$ cat src/rtl/tt_tern_pkg.sv
// Shared definitions for the ternary weight loader: code points, FSM states and
// helpers that derive beat count and row-index width from the row geometry.
package tt_tern_pkg;

    localparam logic [1:0] TERN_ZERO    = 2'b00;
    localparam logic [1:0] TERN_POS     = 2'b01;
    localparam logic [1:0] TERN_NEG     = 2'b11;
    localparam logic [1:0] TERN_ILLEGAL = 2'b10;

    typedef enum logic [1:0] {
        ST_IDLE,
        ST_LOAD,
        ST_READY,
        ST_RUN
    } state_t;

    function automatic int calc_beats(input int row_bits, input int in_w);
        return (row_bits + in_w - 1) / in_w;
    endfunction

    function automatic int calc_idx_w(input int n);
        return (n <= 2) ? 1 : $clog2(n);
    endfunction

    function automatic logic tern_illegal(input logic [1:0] code);
        return code == TERN_ILLEGAL;
    endfunction

    // Signed value of a legal code; illegal codes read as zero.
    function automatic int tern_value(input logic [1:0] code);
        case (code)
            TERN_POS: return 1;
            TERN_NEG: return -1;
            default:  return 0;
        endcase
    endfunction

endpackage

$ cat src/rtl/tt_beat_assembler.sv
// Collects IN_W-bit beats into one row. The final beat is not stored: it is
// merged straight into the row output so the row commits on its own edge.
module tt_beat_assembler #(
    parameter int IN_W     = 8,
    parameter int ROW_BITS = 28,
    parameter int BEATS    = 4
) (
    input  logic                clk,
    input  logic                rst,
    input  logic                clear,
    input  logic                accept,
    input  logic [IN_W-1:0]     beat,
    output logic [ROW_BITS-1:0] row,
    output logic                row_done
);

    localparam int CNT_W  = (BEATS <= 2) ? 1 : $clog2(BEATS);
    localparam int LAST_W = ROW_BITS - (BEATS - 1) * IN_W;

    logic [CNT_W-1:0] beat_cnt_q;
    logic             last_beat;

    assign last_beat = (beat_cnt_q == CNT_W'(BEATS - 1));
    assign row_done  = accept && last_beat;

    always_ff @(posedge clk) begin
        if (rst || clear) begin
            beat_cnt_q <= '0;
        end else if (accept) begin
            beat_cnt_q <= last_beat ? '0 : beat_cnt_q + 1'b1;
        end
    end

    genvar gi;
    generate
        for (gi = 0; gi < BEATS - 1; gi++) begin : g_slot
            logic [IN_W-1:0] slot_q;

            always_ff @(posedge clk) begin
                if (rst || clear) begin
                    slot_q <= '0;
                end else if (accept && beat_cnt_q == CNT_W'(gi)) begin
                    slot_q <= beat;
                end
            end

            assign row[gi*IN_W +: IN_W] = slot_q;
        end
    endgenerate

    // Bits of the last beat beyond ROW_BITS are dropped here.
    assign row[ROW_BITS-1 -: LAST_W] = beat[LAST_W-1:0];

endmodule

$ cat src/rtl/tt_um_weight_loader.sv
// Loads MAX_OUT_LEN ternary weight rows over a narrow handshake bus, then
// streams them round-robin with their index while run_en is held high.
module tt_um_weight_loader
    import tt_tern_pkg::*;
#(
    parameter int IN_W        = 8,
    parameter int MAX_IN_LEN  = 14,
    parameter int MAX_OUT_LEN = 7,
    parameter int WIDTH       = 2,
    localparam int ROW_BITS   = WIDTH * MAX_IN_LEN,
    localparam int BEATS      = calc_beats(ROW_BITS, IN_W),
    localparam int IDX_W      = calc_idx_w(MAX_OUT_LEN)
) (
    input  logic                clk,
    input  logic                rst,
    input  logic                load_start,
    input  logic                in_valid,
    input  logic [IN_W-1:0]     in_data,
    output logic                in_ready,
    input  logic                run_en,
    output logic [ROW_BITS-1:0] row_out,
    output logic [IDX_W-1:0]    row_idx,
    output logic                row_valid,
    output logic                loaded,
    output logic                err
);

    localparam logic [IDX_W-1:0] LAST_ROW = IDX_W'(MAX_OUT_LEN - 1);

    state_t                state_q;
    logic [IDX_W-1:0]      row_cnt_q;
    logic [IDX_W-1:0]      ptr_q;
    logic [ROW_BITS-1:0]   row_out_q;
    logic [IDX_W-1:0]      row_idx_q;
    logic                  row_valid_q;
    logic                  loaded_q;
    logic                  err_q;
    logic [ROW_BITS-1:0]   mem_q [MAX_OUT_LEN];

    logic                  accept;
    logic [ROW_BITS-1:0]   asm_row;
    logic                  row_done;
    logic                  row_bad;

    assign in_ready = (state_q == ST_LOAD);
    // A restart owns its cycle: any beat offered alongside load_start is dropped.
    assign accept   = in_valid && in_ready && !load_start;

    tt_beat_assembler #(
        .IN_W     (IN_W),
        .ROW_BITS (ROW_BITS),
        .BEATS    (BEATS)
    ) u_asm (
        .clk      (clk),
        .rst      (rst),
        .clear    (load_start),
        .accept   (accept),
        .beat     (in_data),
        .row      (asm_row),
        .row_done (row_done)
    );

    genvar gi;
    generate
        if (WIDTH == 2) begin : g_chk
            logic [MAX_IN_LEN-1:0] field_bad;
            for (gi = 0; gi < MAX_IN_LEN; gi++) begin : g_field
                assign field_bad[gi] = tern_illegal(asm_row[gi*WIDTH +: WIDTH]);
            end
            assign row_bad = |field_bad;
        end else begin : g_nochk
            assign row_bad = 1'b0;
        end
    endgenerate

    always_ff @(posedge clk) begin
        if (rst) begin
            for (int i = 0; i < MAX_OUT_LEN; i++) begin
                mem_q[i] <= '0;
            end
        end else if (row_done) begin
            mem_q[row_cnt_q] <= asm_row;
        end
    end

    always_ff @(posedge clk) begin
        if (rst) begin
            state_q     <= ST_IDLE;
            row_cnt_q   <= '0;
            ptr_q       <= '0;
            row_out_q   <= '0;
            row_idx_q   <= '0;
            row_valid_q <= 1'b0;
            loaded_q    <= 1'b0;
            err_q       <= 1'b0;
        end else if (load_start) begin
            state_q     <= ST_LOAD;
            row_cnt_q   <= '0;
            ptr_q       <= '0;
            row_valid_q <= 1'b0;
            loaded_q    <= 1'b0;
            err_q       <= 1'b0;
        end else begin
            case (state_q)
                ST_IDLE: begin
                    row_valid_q <= 1'b0;
                end
                ST_LOAD: begin
                    if (row_done) begin
                        if (row_bad) begin
                            err_q <= 1'b1;
                        end
                        if (row_cnt_q == LAST_ROW) begin
                            row_cnt_q <= '0;
                            loaded_q  <= 1'b1;
                            state_q   <= ST_READY;
                        end else begin
                            row_cnt_q <= row_cnt_q + 1'b1;
                        end
                    end
                end
                ST_READY: begin
                    row_valid_q <= 1'b0;
                    if (run_en) begin
                        state_q   <= ST_RUN;
                        ptr_q     <= '0;
                        row_idx_q <= '0;
                    end
                end
                ST_RUN: begin
                    if (run_en) begin
                        row_out_q   <= mem_q[ptr_q];
                        row_idx_q   <= ptr_q;
                        row_valid_q <= 1'b1;
                        ptr_q       <= (ptr_q == LAST_ROW) ? '0 : ptr_q + 1'b1;
                    end else begin
                        state_q     <= ST_READY;
                        row_valid_q <= 1'b0;
                        ptr_q       <= '0;
                    end
                end
                default: begin
                    state_q <= ST_IDLE;
                end
            endcase
        end
    end

    assign row_out   = row_out_q;
    assign row_idx   = row_idx_q;
    assign row_valid = row_valid_q;
    assign loaded    = loaded_q;
    assign err       = err_q;

endmodule
$ cat config.mk
export PLATFORM = sky130hd
export DESIGN_NAME = tt_um_weight_loader
export DESIGN_NICKNAME = d
export VERILOG_FILES = /design/src/rtl/tt_tern_pkg.sv /design/src/rtl/tt_beat_assembler.sv /design/src/rtl/tt_um_weight_loader.sv
export SDC_FILE = /design/constraint.sdc
export NUM_CORES = 1
export LEC_CHECK = 0
export ABC_AREA = 1
export ABC_CLOCK_PERIOD_IN_PS = 3700
export CAP_MARGIN = 20
export CORE_MARGIN = 2
export CORE_UTILIZATION = 35
export CTS_CLUSTER_SIZE = 24
export DETAILED_ROUTE_END_ITERATION = 10
export SLEW_MARGIN = 15
export SYNTH_ARGS = -nofsm -noshare
export SYNTH_HDL_FRONTEND = slang
export SYNTH_SLANG_ARGS = --single-unit
$ cat constraint.sdc
create_clock -name clk -period 3.7 [get_ports clk]
set_clock_uncertainty 0.2 [all_clocks]
set_input_delay 0.74 -clock clk [delete_from_list [all_inputs] [get_ports clk]]
set_output_delay 0.74 -clock clk [all_outputs]
set_load 0.1 [all_outputs]
# Word level (Yosys, flattened, before mapping)
# Memory sizes are Yosys's and may differ from the RTL's. A register that Yosys moved wholly into a read port is not among the register bits.
# Index checks and enable logic that the tools add are counted.
dict set report classes {
  n_addsub 3
  n_eq_ne 31
  muxes 24
  n_bitwise 1
  reduce_logical 26
}
# cell n
set ops {}
lappend ops {{$eq 2x2->1 const B} 18}
lappend ops {{$mux 28} 1}
lappend ops {{$reduce_or 28->1} 1}
lappend ops {{$mux 3} 6}
lappend ops {{$reduce_or 14->1} 1}
lappend ops {{$pmux 3 s2} 2}
lappend ops {{$mux 2} 5}
lappend ops {{$reduce_and 5->1} 2}
lappend ops {{$reduce_and 3->1} 3}
lappend ops {{$mux 1} 8}
lappend ops {{$add 3x1->3 const B} 2}
lappend ops {{$eq 3x3->1 const B} 2}
lappend ops {{$logic_and 1x1->1} 6}
lappend ops {{$ne 2x2->1 const B} 3}
lappend ops {{$ne 3x2->1 const B} 2}
lappend ops {{$ne 3x3->1 const B} 2}
lappend ops {{$pmux 2 s3} 1}
lappend ops {{$eq 2x1->1 const B} 2}
lappend ops {{$logic_not 2->1} 2}
lappend ops {{$ne 2x1->1 const B} 2}
lappend ops {{$reduce_and 2->1} 2}
lappend ops {{$reduce_and 4->1} 1}
lappend ops {{$reduce_bool 2->1} 2}
lappend ops {{$reduce_bool 4->1} 1}
lappend ops {{7 further kinds} 8}
dict set report word_totals {
  register_bits 40
  mem_bits_rw 196
  inputBits 13
  output_inout_bits 35
  word_cells 98
  n_memories 1
}
# memory depth width read_ports rd_ports_with_merged_regs wr line
set mem_list {}
lappend mem_list {mem_q 7 28 1 1 7 tt_um_weight_loader.sv:38} ;# logic [ROW_BITS-1:0] mem_q [MAX_OUT_LEN];

# Logic depth before layout (Yosys ltp)
dict set report depth {
  ltp_word 9
  depth_mapped 10
  mapped_depth_nobuf 8
}

# Modules after synthesis
# A second synthesis with hierarchy kept.
dict set report unflattened {
  cells_unflattened 1495
  area_unflattened_um2 13142.6
}
# module instances cells_each area_per_inst_um2 seq_area_each_um2
set by_module_without_submodules {}
lappend by_module_without_submodules {tt_um_weight_loader 1 1319 11986.5 7287.0}
lappend by_module_without_submodules {tt_beat_assembler 1 176 1156.1 520.5}

# Least setup slack after synthesis
# Ideal clock, no wire load.
dict set report synth_timing {
  path_kind {input -> register}
  start {input port load_start}
  end {memory mem_q[7][0] (enable)}
  setup_time_ns 0.413
  arrival_time_ns 2.642
  t_required_ns 3.087
  slack_ns 0.445
  cell_stages 5
  n_path_buf 0
  path_cell_list {nor3_1 > nand2_1 > nor2_1 > nand2_1 > nor2_1}
}
# element line
set synth_lines {}
lappend synth_lines {{start: declaration} tt_um_weight_loader.sv:16} ;# input logic load_start,
lappend synth_lines {{end: declaration} tt_um_weight_loader.sv:38}

# Worst setup path after layout
dict set report layout_timing {
  start {register row_out_q[19], in the netlist row_out[19] (read register of mem_q)}
  end {output port row_out[19]}
}
# element line
set layout_lines {}
lappend layout_lines {{start: declaration} tt_um_weight_loader.sv:33} ;# logic [ROW_BITS-1:0] row_out_q;
lappend layout_lines {{end: declaration} tt_um_weight_loader.sv:21} ;# output logic [ROW_BITS-1:0] row_out,
# No word-level cell between the ends.

==> results summary <==
The period utilization came out at 0.802. The largest buffer count on any clock path is 3. Of the total power, the clock network draws 0.442.

In the final timing run, aggregate negative setup slack is 0 ns. For this run, the detailed router's first-pass iteration total came to 5. The area fraction in and, or, nand and nor cells after synthesis came out at 0.226. The share of synthesized area occupied by flip-flops and latches came out at 0.613. The leakage power total came out at 5.81 nW. The synthesized instance count is 1423. The layout cell share with drive strength beyond 1 came out at 0.0923.

The number of gates resized after cts came out at 0. The top metal layer carrying routed signals is met4. The area of the placeable core came out at 35700 um^2.

CTS placed an instance of clkbuf_16 at the clock tree root. The total number of H-tree levels is 1. The standard cell with the maximum stage delay on the critical path is clkdlybuf4s50_1.

Entering global routing, the biggest net connects 58 pins. Detailed routing placed a total of 17700 um of wire on met2. The critical path goes through clkdlybuf4s50_1. The fraction of the mapped netlist area in compound gates is 0.0606. The combinational cell fraction of total power is 0.030. STA classifies the critical path startpoint as a flip-flop. The number of antenna violations at the first check in global routing came to 0. The number of maximum-capacitance constraint violations is 0. After synthesis, the largest family of logic cells by area is simple AND/OR/NAND/NOR gates.

The clock net in this run drives a total of 292 sinks. Averaged over all synthesized cells, the footprint is 8.94 um^2. The worst-path maximum fanout came out at 2. The highest attainable clock frequency came out at 337 MHz. Of the total power, the share spent switching nets is 0.210.

The count of nets left with antenna violations once routing finished came out at 0. The total number of vias came out at 9761. The total nets after synthesis is 1440. The post-DP HPWL came out at 23700 um. The count of standard-cell rows is 69. The floorplan step defined a die boundary enclosing 37900 um^2.

The headroom to the max-slew limit came out at 0.351. Of all cell types, the one taking the most synthesized area is edfxtp_1. The remaining design rule violation count is 0. The overall routed net length is 36600 um.

The biggest cell delay along the critical path is 1.13 ns. At the later pin of the worst-skew pair, clock insertion delay measures 0.55 ns. In this run the worst hold path is classified as reg -> reg. Setup repair after global routing left no endpoint under its margin.

The run finished with clean final reports. The wire length of the first global-routing pass is 56600 um. The critical path is of the reg -> out type. The number of top-level design ports is 48. Of the total synthesized cell area, the portion taken by XOR and XNOR cells is 0.000688. The finished layout cell area is 14700 um^2. The initial utilization of the core area, before any placement, comes to 0.357. The total overflow reported by the global router is 0. For this design the total switching power over the nets is 1.41 mW. The via count of the first global-routing pass came to 9679. The final number of setup-violating endpoints is 0. Measured along the y axis, the die boundary spans 195 um. The cell family contributing the most delay on the critical path is buffers and inverters. The sequential fraction of design power came out at 0.528. The number of I/O port buffers is 47. The number of hold-slack violations in the final timing report is 0.

The number of hold buffers added after CTS is 0. The internal cell power is 5.32 mW. The total count of max-transition violations in the final report is 0. After synthesis, the cell types taking the most area are edfxtp_1 (46%), dfxtp_1 (15%), nand2_1 (8.7%). The count of antenna diodes in the layout is 0.

The average detailed-routed wire length per instance is 18.7 um. The clock slew at the register clock pins of the worst setup and hold paths is 0.06 ns. The layout-stage area growth over the synthesis result is 15.8%.

For this block, the initial DRC count from the detailed router was 962. After clock tree synthesis, the setup repair step added 0 buffers. The slew at the pin closest to its max-slew limit is 0.970 ns. The share of synthesized area in the top cell type comes to 0.462. Across all setup checks in the final design, the least slack found is 0.733 ns. Dividing the detail-routed via count by the number of cells gives 4.99.

The maximum VDD drop came out at 313 uV. The synthesized netlist contains 29 unique library cells. The post-synthesis register bit count came out at 292.

For the worst setup path, the data arrival time is 2.03 ns. The area of placed instances is 13800 um^2. TritonCTS built the clock tree. Detailed routing placed a total of 2170 um of wire on met3. The sum of buffers and inverters on the critical path came out at 1. STA classifies the critical path endpoint as an output pin. The wire length on met1 came out at 15500 um.

The data required time at the worst endpoint is 2.76 ns. The area share of fa/ha/maj cells after synthesis came out at 0.00393. The synthesis warning total is 0. The power density relative to cell area came out at 457 nW/um^2. The number of nets at the end of the flow is 1488.

The final weighted congestion in routability-driven placement came out at 0.887. The synthesized cell area came out at 12700 um^2. Of the post-synthesis cell area, the part taken by muxes is 0. The total routing usage reported by global routing is 0.196. The die is 195 um wide.

The final period demand of the worst path came out at 2.97 ns. Before CTS, the worst setup slack after placement is 0.427 ns. The clock buffer count from CTS is 31.
## through the flow
stage / utilization / power (mW) / std cells / hold WS, ns
after CTS: 0.413 / 6.77 / 1956 / 0.267
after global routing: 0.413 / 6.91 / 1956 / 0.286
after detailed placement: 0.386 / 3.83 / 1899 / 0.258
final: 0.413 / 6.73 / 1956 / 0.263
after global placement: 0.386 / 3.82 / 1899 / 0.257
after floorplan: - / 3.72 / 1423 / 0.253
## synthesized netlist by cell type
cell	n
nand2_1	295
inv_2	2
inv_1	217
nor3_1	2
xor2_1	1
a211oi_1	4
nand3b_1	9
nand3_1	153
dfxtp_1	96
buf_6	5
o211ai_1	1
clkbuf_1	37
nor2_2	10
nand4_1	22
nor2_4	2
nor2_1	178
and2_1	1
o21ai_1	11
nor2_8	1
edfxtp_1	196
o21bai_1	1
a21oi_1	63
nand2_2	2
buf_2	22
buf_1	10
ha_1	4
clkinv_1	2
buf_4	5
o21ai_0	71
## cells in the final DEF, fill, tap and decap left out, types with 12 or more instances in the layout
cell type	Yosys	layout
nand4_1	22	22
nor2_1	178	175
dfxtp_1	96	95
a21oi_1	63	63
o21ai_0	71	71
inv_1	217	216
clkbuf_16	0	31
clkbuf_1	37	12
nand2_1	295	295
nand3_1	153	153
edfxtp_1	196	196
clkdlybuf4s50_1	0	20
buf_4	5	67
## cell families (layout without fill, tap and decap cells)
group / count (synthesis) / count (layout)
AND/OR/NAND/NOR: 675 / 675
buffers and inverters: 300 / 372
flip-flops: 292 / 292
AO/OA/AOI/OAI: 151 / 151
adder cells (fa/ha/maj): 4 / 4
XOR/XNOR: 1 / 1
## final cells by class
type / count / area, um^2
Clock buffer: 49 / 903
Clock inverter: 8 / 61.3
Fill cell: 3515 / 20900
Inverter: 221 / 830
Multi-Input combinational cell: 831 / 3730
Sequential cell: 292 / 7810
Tap cell: 461 / 577
Timing Repair Buffer: 94 / 828
## registers in the layout (all words and copies together) (netlist names)
name,cells
u_asm.beat_cnt_q,2
row_idx,3
state_q,2
u_asm.g_slot.slot_q,24
err,1
row_out,28
row_cnt_q,3
row_valid,1
loaded,1
mem_q,224
ptr_q,3
## power by group through the flow
stage	Clock, mW	Sequential, mW	Combinational, mW
finish	2.97	3.55	0.205
global route	3.14	3.55	0.224
CTS	3.01	3.55	0.208
detailed placement	0	3.62	0.207
global placement	0	3.62	0.206
floorplan	0	3.61	0.106
## worst paths after layout
check | slack [ns] | cells after the start | from | endpoint
setup reg to reg | 1.29 | 10 | state_q[0] | mem_q[1][9]
hold / removal | 0.26 | 2 | row_out[16] | row_out[16]
hold reg to reg | 0.26 | 2 | row_out[16] | row_out[16]
setup / recovery | 0.73 | 1 | row_out[19] | row_out[19]
## per-layer routing
layer,global-route usage,up-vias
met3,0.0219,72
met5,0,-
met1,0.253,4700
met4,0.0712,0
li1,-,4678
met2,0.338,311
Note: power is estimated with default switching activity, not from simulation.
==> RTL edit, RTL diff (config.mk and constraints unchanged) <==
Change the parameter `MAX_OUT_LEN` from 7 to 9.
--- a/src/rtl/tt_um_weight_loader.sv
+++ b/src/rtl/tt_um_weight_loader.sv
@@ -5,7 +5,7 @@
 #(
     parameter int IN_W        = 8,
     parameter int MAX_IN_LEN  = 14,
-    parameter int MAX_OUT_LEN = 7,
+    parameter int MAX_OUT_LEN = 9,
     parameter int WIDTH       = 2,
     localparam int ROW_BITS   = WIDTH * MAX_IN_LEN,
     localparam int BEATS      = calc_beats(ROW_BITS, IN_W),
Ports: changed (resized row_idx); port bits go from 48 to 49. The function was not compared with the original's and may differ.
==> RTL edit against the unedited design <==
  * Final area is 77% higher
  * Sequential power up 81%
  * Synthesized cell count is 74% higher
  * Clock power rose by 74%
  * Sequential share of layout area rose by 3.9 points
  * Routed wire length increased by 72%
  * Utilization shrank 0.91 points
  * Worst setup slack lost 75 ps
  * Sequential cell count grew 227
  * Highest routed layer unchanged
  * Total power is 77% higher
  * Area after synthesis is 81% higher
  * Die area is 79% higher
  * Combinational power rose by 41%
==> RTL edit: results (changes against the unedited design) <==
* Worst reg2reg startpoint: ptr_q[1]$_SDFFE_PP0P_
* Top post-synthesis cells by area: edfxtp_1, nand2_1, nand3_1
* H-tree Lvls at 2 (+1)
* Avg WL per Cell at 18.63 um (-0.50%)
* Hold Startpoint: row_idx[1]$_SDFFE_PP0P_
* Drt initial violations at 1572 (+63%)
* Number of antenna violations at the first check in global routing at 1 (+1)
* Worst path max stage delay at 1150 ps (+20 ps)
* Total global routing track utilization at 18.59% (-0.96 points)
* Port bufs at 48 (+2.1%)
* Pin slew with the least headroom to its limit at 1010 ps (+40.05 ps)
* Sequential cell area fraction in the yosys report at 64.67% (+3.3 points)
* Skew-Pair Late Insertion Delay at 600 ps (+50 ps)
* Synth top cells by count: nand2_1, edfxtp_1, nor2_1
* CTS Buf Count at 53 (+71%)
* Post-synth EDFFs at 448 (+130%)
* Worst vdd ir at 0.3652 mV (+17%)
* DRC Markers at 0 (unchanged)
* Fill cell count at 6311 (+80%)
* Pre-CTS setup slack at 598.8 ps (+171.5 ps)
* Vias at 16490 (+69%)
* CP startpoint: loaded$_SDFFE_PP0P_
* First-pass GRT wire length at 94910 um (+68%)
* Proportion of layout cells with a drive suffix above 1 at 7.476% (-1.8 points)
* Crit path max-delay cell type: clkdlybuf4s50_1
* Status: completed
* Leak Pwr at 10.51 nW (+81%)
* DRT Pass-1 Iters at 5 (unchanged)
* Largest net degree at the start of global routing at 151 (+160%)
* Gpl congestion at 0.8444 (-4.8%)
* Worst Path Arrival at 2100 ps (+70 ps)
-- RTL edit: power by group --
part	switching, mW	internal (mW)
clock	2.18	2.99
sequential	0.0289	6.40
combinational	0.212	0.0777
total	2.42	9.47
-- RTL edit: final timing paths --
| path | endpoint | slack (ps) | cells after the start |
|---|---|---|---|
| setup / recovery | loaded | 660 | 1 |
| hold / removal | row_idx[1]$_SDFFE_PP0P_ | 270 | 2 |
| setup reg to reg | row_out[7]$_SDFFE_PP0N_ | 1340 | 8 |
| hold reg to reg | row_idx[1]$_SDFFE_PP0P_ | 270 | 2 |
-- RTL edit: metrics by stage --
| stage | power (mW) | utilization (%) | instance area (sq um) | hold WS [ps] | std cells |
|---|---|---|---|---|---|
| final | 11.89 | 40.42 | 26150 | 272.9 | 3383 |
| after global routing | 12.24 | 40.42 | 26150 | 294.1 | 3383 |
| after CTS | 11.99 | 40.42 | 26150 | 279.3 | 3383 |
| after detailed placement | 6.847 | 37.84 | 24480 | 264.0 | 3287 |
| after global placement | 6.838 | 37.84 | 24480 | 259.4 | 3287 |
| after floorplan | 6.707 | - | 23010 | 289.7 | 2474 |
-- RTL edit: cell type report --
cell class | count | area (sq um) | area share (%)
clock inverters | 14 | 121.4 | 0.4641
clock buffers | 82 | 1545 | 5.909
inverters | 309 | 1167 | 4.464
well taps | 855 | 1070 | 4.091
flip-flops and latches | 519 | 14880 | 56.92
multi-input cells | 1498 | 6362 | 24.33
repair buffers | 106 | 998.5 | 3.818
-- RTL edit: cell families after synthesis --
logic type / Yosys count / share of synthesized area (%)
DFF: 519 / 64.67
and+or+nand+nor: 1417 / 25.19
adders and majority gates: 10 / 0.5440
xor gates and xnor gates: 3 / 0.1143
buffers and inverters: 457 / 7.931
AOI/OAI and AO/OA: 68 / 1.556
-- RTL edit: routing by layer --
layer / GRT usage, % / wire [um]
met1: 24.72 / 26660
met2: 30.06 / 28980
met3: 4.264 / 5451
met4: 6.063 / 1941
met5: 0 / 0
